`config.mk`:
```
export PLATFORM = sky130hd
export DESIGN_NAME = sync_fifo
export DESIGN_NICKNAME = d
export VERILOG_FILES = /design/src/rtl/fifo_pkg.sv /design/src/rtl/sync_fifo_ram.sv /design/src/rtl/sync_fifo.sv
export SDC_FILE = /design/constraint.sdc
export NUM_CORES = 1
export LEC_CHECK = 0
export CORE_MARGIN = 4
export CORE_UTILIZATION = 35
export CTS_BUF_LIST = sky130_fd_sc_hd__clkbuf_16
export CTS_CLUSTER_SIZE = 12
export DETAILED_ROUTE_END_ITERATION = 10
export GPL_TIMING_DRIVEN = 0
export PLACE_DENSITY_LB_ADDON = 0.2
export SYNTH_ARGS = -nofsm -noshare
export SYNTH_HDL_FRONTEND = slang
export SYNTH_SLANG_ARGS = --single-unit
```
`constraint.sdc`:
```
create_clock -name clk -period 2.7 [get_ports clk]
set_input_delay 0.27 -clock clk [delete_from_list [all_inputs] [get_ports clk]]
set_output_delay 0.27 -clock clk [all_outputs]
set_load 0.01 [all_outputs]
```
`src/rtl/fifo_pkg.sv`:
```
// Helpers shared by the FIFO family: pointer increment with explicit wrap so
// that depths which are not a power of two work without modulo arithmetic.
package fifo_pkg;

  function automatic logic [31:0] ptr_inc(input logic [31:0] ptr,
                                          input logic [31:0] depth);
    return (ptr == depth - 32'd1) ? 32'd0 : ptr + 32'd1;
  endfunction

endpackage

```
`src/rtl/sync_fifo_ram.sv`:
```
// Simple dual-port storage for sync_fifo: registered write, asynchronous read
// so the head word can be presented combinationally in show-ahead mode.
module sync_fifo_ram #(
  parameter int DATA_LEN   = 16,
  parameter int ADDR_LEN   = 4,
  parameter int FIFO_DEPTH = 1 << ADDR_LEN
) (
  input  logic                clk,
  input  logic                we,
  input  logic [ADDR_LEN-1:0] waddr,
  input  logic [DATA_LEN-1:0] wdata,
  input  logic [ADDR_LEN-1:0] raddr,
  output logic [DATA_LEN-1:0] rdata
);

  logic [DATA_LEN-1:0] mem_q [FIFO_DEPTH];

  always_ff @(posedge clk) begin
    if (we) mem_q[waddr] <= wdata;
  end

  assign rdata = mem_q[raddr];

endmodule

```
`src/rtl/sync_fifo.sv`:
```
// Single-clock FIFO with arbitrary depth, normal or show-ahead read, registered
// occupancy/status flags, sticky overflow/underflow and synchronous clear.
module sync_fifo
  import fifo_pkg::*;
#(
  parameter int DATA_LEN        = 16,
  parameter int ADDR_LEN        = 4,
  parameter int FIFO_DEPTH      = 1 << ADDR_LEN,
  parameter int SHOWAHEAD       = 0,
  parameter int ALMOST_FULL_TH  = FIFO_DEPTH - 2,
  parameter int ALMOST_EMPTY_TH = 2
) (
  input  logic                clk,
  input  logic                reset_n,
  input  logic                sclr,
  input  logic [DATA_LEN-1:0] data_in,
  input  logic                wrt_en,
  output logic                wrt_full,
  output logic                almost_full,
  output logic [DATA_LEN-1:0] data_out,
  input  logic                rd_en,
  output logic                rd_empty,
  output logic                almost_empty,
  output logic [ADDR_LEN:0]   usedw,
  output logic                overflow,
  output logic                underflow
);

  localparam logic AFULL_RST = (ALMOST_FULL_TH == 0);

  logic [ADDR_LEN-1:0] wr_ptr_q, wr_ptr_d, rd_ptr_q, rd_ptr_d;
  logic [ADDR_LEN:0]   usedw_q, usedw_d;
  logic                full_q, full_d, empty_q, empty_d;
  logic                afull_q, afull_d, aempty_q, aempty_d;
  logic                ovf_q, ovf_d, udf_q, udf_d;
  logic [DATA_LEN-1:0] dout_q, dout_d;
  logic [DATA_LEN-1:0] ram_rdata;
  logic                wr_acc, rd_acc;

  assign wr_acc = wrt_en && !full_q;
  assign rd_acc = rd_en && !empty_q;

  sync_fifo_ram #(
    .DATA_LEN  (DATA_LEN),
    .ADDR_LEN  (ADDR_LEN),
    .FIFO_DEPTH(FIFO_DEPTH)
  ) u_ram (
    .clk  (clk),
    .we   (wr_acc && !sclr),
    .waddr(wr_ptr_q),
    .wdata(data_in),
    .raddr(rd_ptr_q),
    .rdata(ram_rdata)
  );

  always_comb begin
    wr_ptr_d = wr_ptr_q;
    rd_ptr_d = rd_ptr_q;
    usedw_d  = usedw_q;
    ovf_d    = ovf_q;
    udf_d    = udf_q;
    dout_d   = dout_q;
    if (sclr) begin
      wr_ptr_d = '0;
      rd_ptr_d = '0;
      usedw_d  = '0;
      ovf_d    = 1'b0;
      udf_d    = 1'b0;
      dout_d   = '0;
    end else begin
      if (wr_acc) wr_ptr_d = ADDR_LEN'(ptr_inc(32'(wr_ptr_q), 32'(FIFO_DEPTH)));
      if (rd_acc) begin
        rd_ptr_d = ADDR_LEN'(ptr_inc(32'(rd_ptr_q), 32'(FIFO_DEPTH)));
        dout_d   = ram_rdata;
      end
      case ({wr_acc, rd_acc})
        2'b10:   usedw_d = usedw_q + 1'b1;
        2'b01:   usedw_d = usedw_q - 1'b1;
        default: usedw_d = usedw_q;
      endcase
      ovf_d = ovf_q | (wrt_en & full_q);
      udf_d = udf_q | (rd_en & empty_q);
    end
    // Flags come from next occupancy so they change on the same edge as usedw.
    full_d   = (32'(usedw_d) == 32'(FIFO_DEPTH));
    empty_d  = (usedw_d == '0);
    afull_d  = (32'(usedw_d) >= 32'(ALMOST_FULL_TH));
    aempty_d = (32'(usedw_d) <= 32'(ALMOST_EMPTY_TH));
  end

  always_ff @(posedge clk or negedge reset_n) begin
    if (!reset_n) begin
      wr_ptr_q <= '0;
      rd_ptr_q <= '0;
      usedw_q  <= '0;
      full_q   <= 1'b0;
      empty_q  <= 1'b1;
      afull_q  <= AFULL_RST;
      aempty_q <= 1'b1;
      ovf_q    <= 1'b0;
      udf_q    <= 1'b0;
      dout_q   <= '0;
    end else begin
      wr_ptr_q <= wr_ptr_d;
      rd_ptr_q <= rd_ptr_d;
      usedw_q  <= usedw_d;
      full_q   <= full_d;
      empty_q  <= empty_d;
      afull_q  <= afull_d;
      aempty_q <= aempty_d;
      ovf_q    <= ovf_d;
      udf_q    <= udf_d;
      dout_q   <= dout_d;
    end
  end

  // Show-ahead exposes the RAM head directly, forced to zero while empty.
  assign data_out     = (SHOWAHEAD != 0) ? (empty_q ? '0 : ram_rdata) : dout_q;
  assign wrt_full     = full_q;
  assign rd_empty     = empty_q;
  assign almost_full  = afull_q;
  assign almost_empty = aempty_q;
  assign usedw        = usedw_q;
  assign overflow     = ovf_q;
  assign underflow    = udf_q;

endmodule

```
==> metrics.yaml <==
result_of_the_run: "completed"
required_ns: 3.15
syn_area_per_cell_sq_um: 19.8
multi_input_logic_area_sq_um: 2650
clock_tree.buffer_depth: 3
final.period_utilization_pct: 97.5
cts.sinks: 291
start_util_pct: 35.7
max_freq_mhz: 380
synth_enable_flop_cells: 256
drv_cap: 0
cts.reportedPaths.clkPinSlew_ns: 0.06
final.setup_skew_ns: 0.00971
finalWeightedCongestion: 0.721
via_per_inst: 5.21
dp_hpwl_microns: 15700
firstDrtPassIters: 4
grt_pass1_vias: 6090
startpoint_type: "register"
synthMuxAreaShare_pct: 12.9
worstPathArrival_ns: 3.09
i_o_pins: 48
rows: 65
synth_top_cell_area_share_pct: 67.7
cell_pwr_density_nw_per_um2: 781
slew-limit-headroom_pct: 23.1
die_w_microns: 188
timing.critical_path.to_type: "register"
layout_cell_share_with_drive_strength_beyond_1_pct: 21.3
yosys.area_share.adder_pct: 0.772
fin_nets: 683
pin_count_of_the_biggest_net_entering_global_routing: 31
layout.cells.most_common: "sky130_fd_sc_hd__edfxtp_1"
pleak_nw: 4.31
clock_tree.root_cell: "sky130_fd_sc_hd__clkbuf_16"
most-common-layout-cells: "256 x sky130_fd_sc_hd__edfxtp_1, 64 x sky130_fd_sc_hd__mux4_2, 45 x sky130_fd_sc_hd__clkdlybuf4s50_1"
ys_top_cells_by_area: "sky130_fd_sc_hd__edfxtp_1 68%, sky130_fd_sc_hd__mux4_2 13%, sky130_fd_sc_hd__dfrtp_1 7.3%"
synth-seq-area-share_pct: 75.5
clock_insertion_delay_worst_skew_ns: 0.54
syn-num-nets: 601
cts_inserted_buffers: 31
crit_path_max_incr_delay_ns: 0.54
port_buffers: 46
postSynthRegisterBits: 291
worst_pin_slew_ns: 1.15
antenna_violating_nets_post_route: 0
rsz0062_at_grt: "true"
synth.lib_cells_used.distinct: 44
synth_ff_type: "sky130_fd_sc_hd__edfxtp_1"
n_antenna_cell: 0
timing_worst_setup_path_type: "register to register"
timing_hold_violations_final: 0
wire_length_of_the_first_global_routing_pass_microns: 39500
report.final.slew_viol_count: 0
final.fill_count: 2779
netlist_instances: 573
h_tree_levels: 1
wl_per_cell_microns: 23.7
holdCritPathClass: "input pin to async pin"
wirelength_microns: 26500
mappedNetlistArea_sq_um: 11400
dieHeight_microns: 188
vias: 5814
die-area_sq_um: 35400
synth_top_family_by_area: "multiplexers"
synth_xor_area_share_pct: 0.463
post-layout-total-power_mw: 10.4
grt_util_all_layers_pct: 14.9
core_area_sq_um: 31800
seq_area_sq_um: 8570
cts_tree: "yes"
yosys.area_share.simple_pct: 3.74
path_cells: "nand2b_4 -> buf_12 -> clkinv_8 -> ha_1 -> a21oi_4 -> nand3_4 -> or4_4 -> a31o_4 -> a21oi_4 -> nor4b_4"
crit_path_top_delay_cell: "sky130_fd_sc_hd__dfstp_2"
timing.final.crit_period_ns: 2.63
holdWs_ns: 0.126
synth-compound-area-share_pct: 5.10
timing.critical_path.mode_cell: "sky130_fd_sc_hd__a21oi_4"
ir_drop_mv: 0.459
synth-async-reset-ratio_pct: 12.0
synth_top_cell_by_area: "sky130_fd_sc_hd__edfxtp_1"
setup_viol_count_final: 0
yosys_warnings: 0
crit_fanout: 7
globalRouteOverflowTotal: 0
drt_iter0_markers: 388
area_growth_pct: 17.7
remaining_drc_errors: 0
antenna_found_initial: 0
[worst max-delay path, delay by kind of cell (launching register included)]
kind                       cells  cell delay (ns)
AOI/OAI and AO/OA              3             0.67
buffers and inverters          2             0.17
and+or+nand+nor                4             0.87
adders and majority gates      1             0.29
DFF                            1             0.54
[per-stage QoR]
step,TNS (ns),cells,utilization (%),cell area [sq um],setup WS (ns)
3_5_place_dp,-66.86,1055,38.9,12400,-0.337
6_report,0,1115,42.0,13400,0.0666
5_1_grt,-0.0466,1115,42.0,13400,-0.0466
2_1_floorplan,0,573,-,11400,0.158
4_1_cts,0,1115,41.9,13300,0.0269
3_3_place_gp,-40.55,1054,38.9,12400,-0.245
[synth_stat cells, types with 2 or more instances]
library cell	instances
sky130_fd_sc_hd__buf_6	2
sky130_fd_sc_hd__mux4_2	64
sky130_fd_sc_hd__xor2_1	3
sky130_fd_sc_hd__nor4b_1	2
sky130_fd_sc_hd__a21oi_4	2
sky130_fd_sc_hd__nor4_1	2
sky130_fd_sc_hd__mux2i_1	2
sky130_fd_sc_hd__nand2_1	13
sky130_fd_sc_hd__ha_1	7
sky130_fd_sc_hd__o21ai_0	3
sky130_fd_sc_hd__nor2b_1	2
sky130_fd_sc_hd__nor2_1	28
sky130_fd_sc_hd__a211oi_1	2
sky130_fd_sc_hd__buf_4	3
sky130_fd_sc_hd__or4_1	2
sky130_fd_sc_hd__dfrtp_1	33
sky130_fd_sc_hd__buf_2	5
sky130_fd_sc_hd__buf_1	3
sky130_fd_sc_hd__clkinv_4	2
sky130_fd_sc_hd__a21oi_1	44
sky130_fd_sc_hd__a22oi_1	32
sky130_fd_sc_hd__and2_1	17
sky130_fd_sc_hd__clkbuf_1	18
sky130_fd_sc_hd__edfxtp_1	256
sky130_fd_sc_hd__xnor2_1	3
sky130_fd_sc_hd__inv_1	4
sky130_fd_sc_hd__dfstp_2	2
[power by group]
group / switching, mW / internal (mW) / leakage [nW]
Clock: 1.62 / 2.16 / 0.495
Combinational: 0.800 / 0.710 / 1.04
Sequential: 0.105 / 5.05 / 2.78
Total: 2.53 / 7.91 / 4.31
[worst paths after layout]
| kind | startpoint | end | slack [ns] | cells after the start |
|---|---|---|---|---|
| worst max-delay path | rd_empty | wrt_full | 0.07 | 10 |
| worst max register to register | rd_empty | wrt_full | 0.07 | 10 |
| min in group clk | sclr | usedw[4] | 0.27 | 2 |
| max in group asynchronous | reset_n | almost_empty | 2.06 | 3 |
| worst min-delay path | reset_n | data_out[11] | 0.13 | 2 |
| worst min register to register | overflow | overflow | 0.51 | 2 |
[cell type report]
class,count,area share [%]
plain buffers,31,1.19
flip-flops and latches,291,64.1
inverters,6,0.300
clock buffers,31,5.80
well taps,435,4.07
repair buffers,49,3.69
multi-input cells,245,19.8
clock inverters,27,1.05
[what timing repair did]
item,in CTS,in global routing
endpoints found under the setup margin,4,187
gates resized for setup,6,17
endpoints found under the hold margin,33,0
setup buffers,1,0
hold buffers,1,0
pin swaps,1,1
[logic make-up after synthesis]
group | count (synthesis)
adders and majority gates | 7
AOI/OAI and AO/OA | 90
and+or+nand+nor | 76
buffers and inverters | 37
xor gates and xnor gates | 6
muxes | 66
DFF | 291
[per-layer routing]
layer / vias to the layer above / global-route usage, % / routed length, microns
met3: 35 / 2.20 / 1510
met5: - / 0 / 0
li1: 2507 / - / -
met2: 190 / 24.6 / 12700
met1: 3082 / 21.2 / 11700
met4: 0 / 3.19 / 505
[state kept, by name, indices dropped and copies added (netlist names)]
name          flops
u_ram.mem_q     256
data_out         16
usedw             5
rd_ptr_q          4
wr_ptr_q          4
almost_empty      1
almost_full       1
overflow          1
rd_empty          1
underflow         1
wrt_full          1
Power figures use the tool's default switching activity.
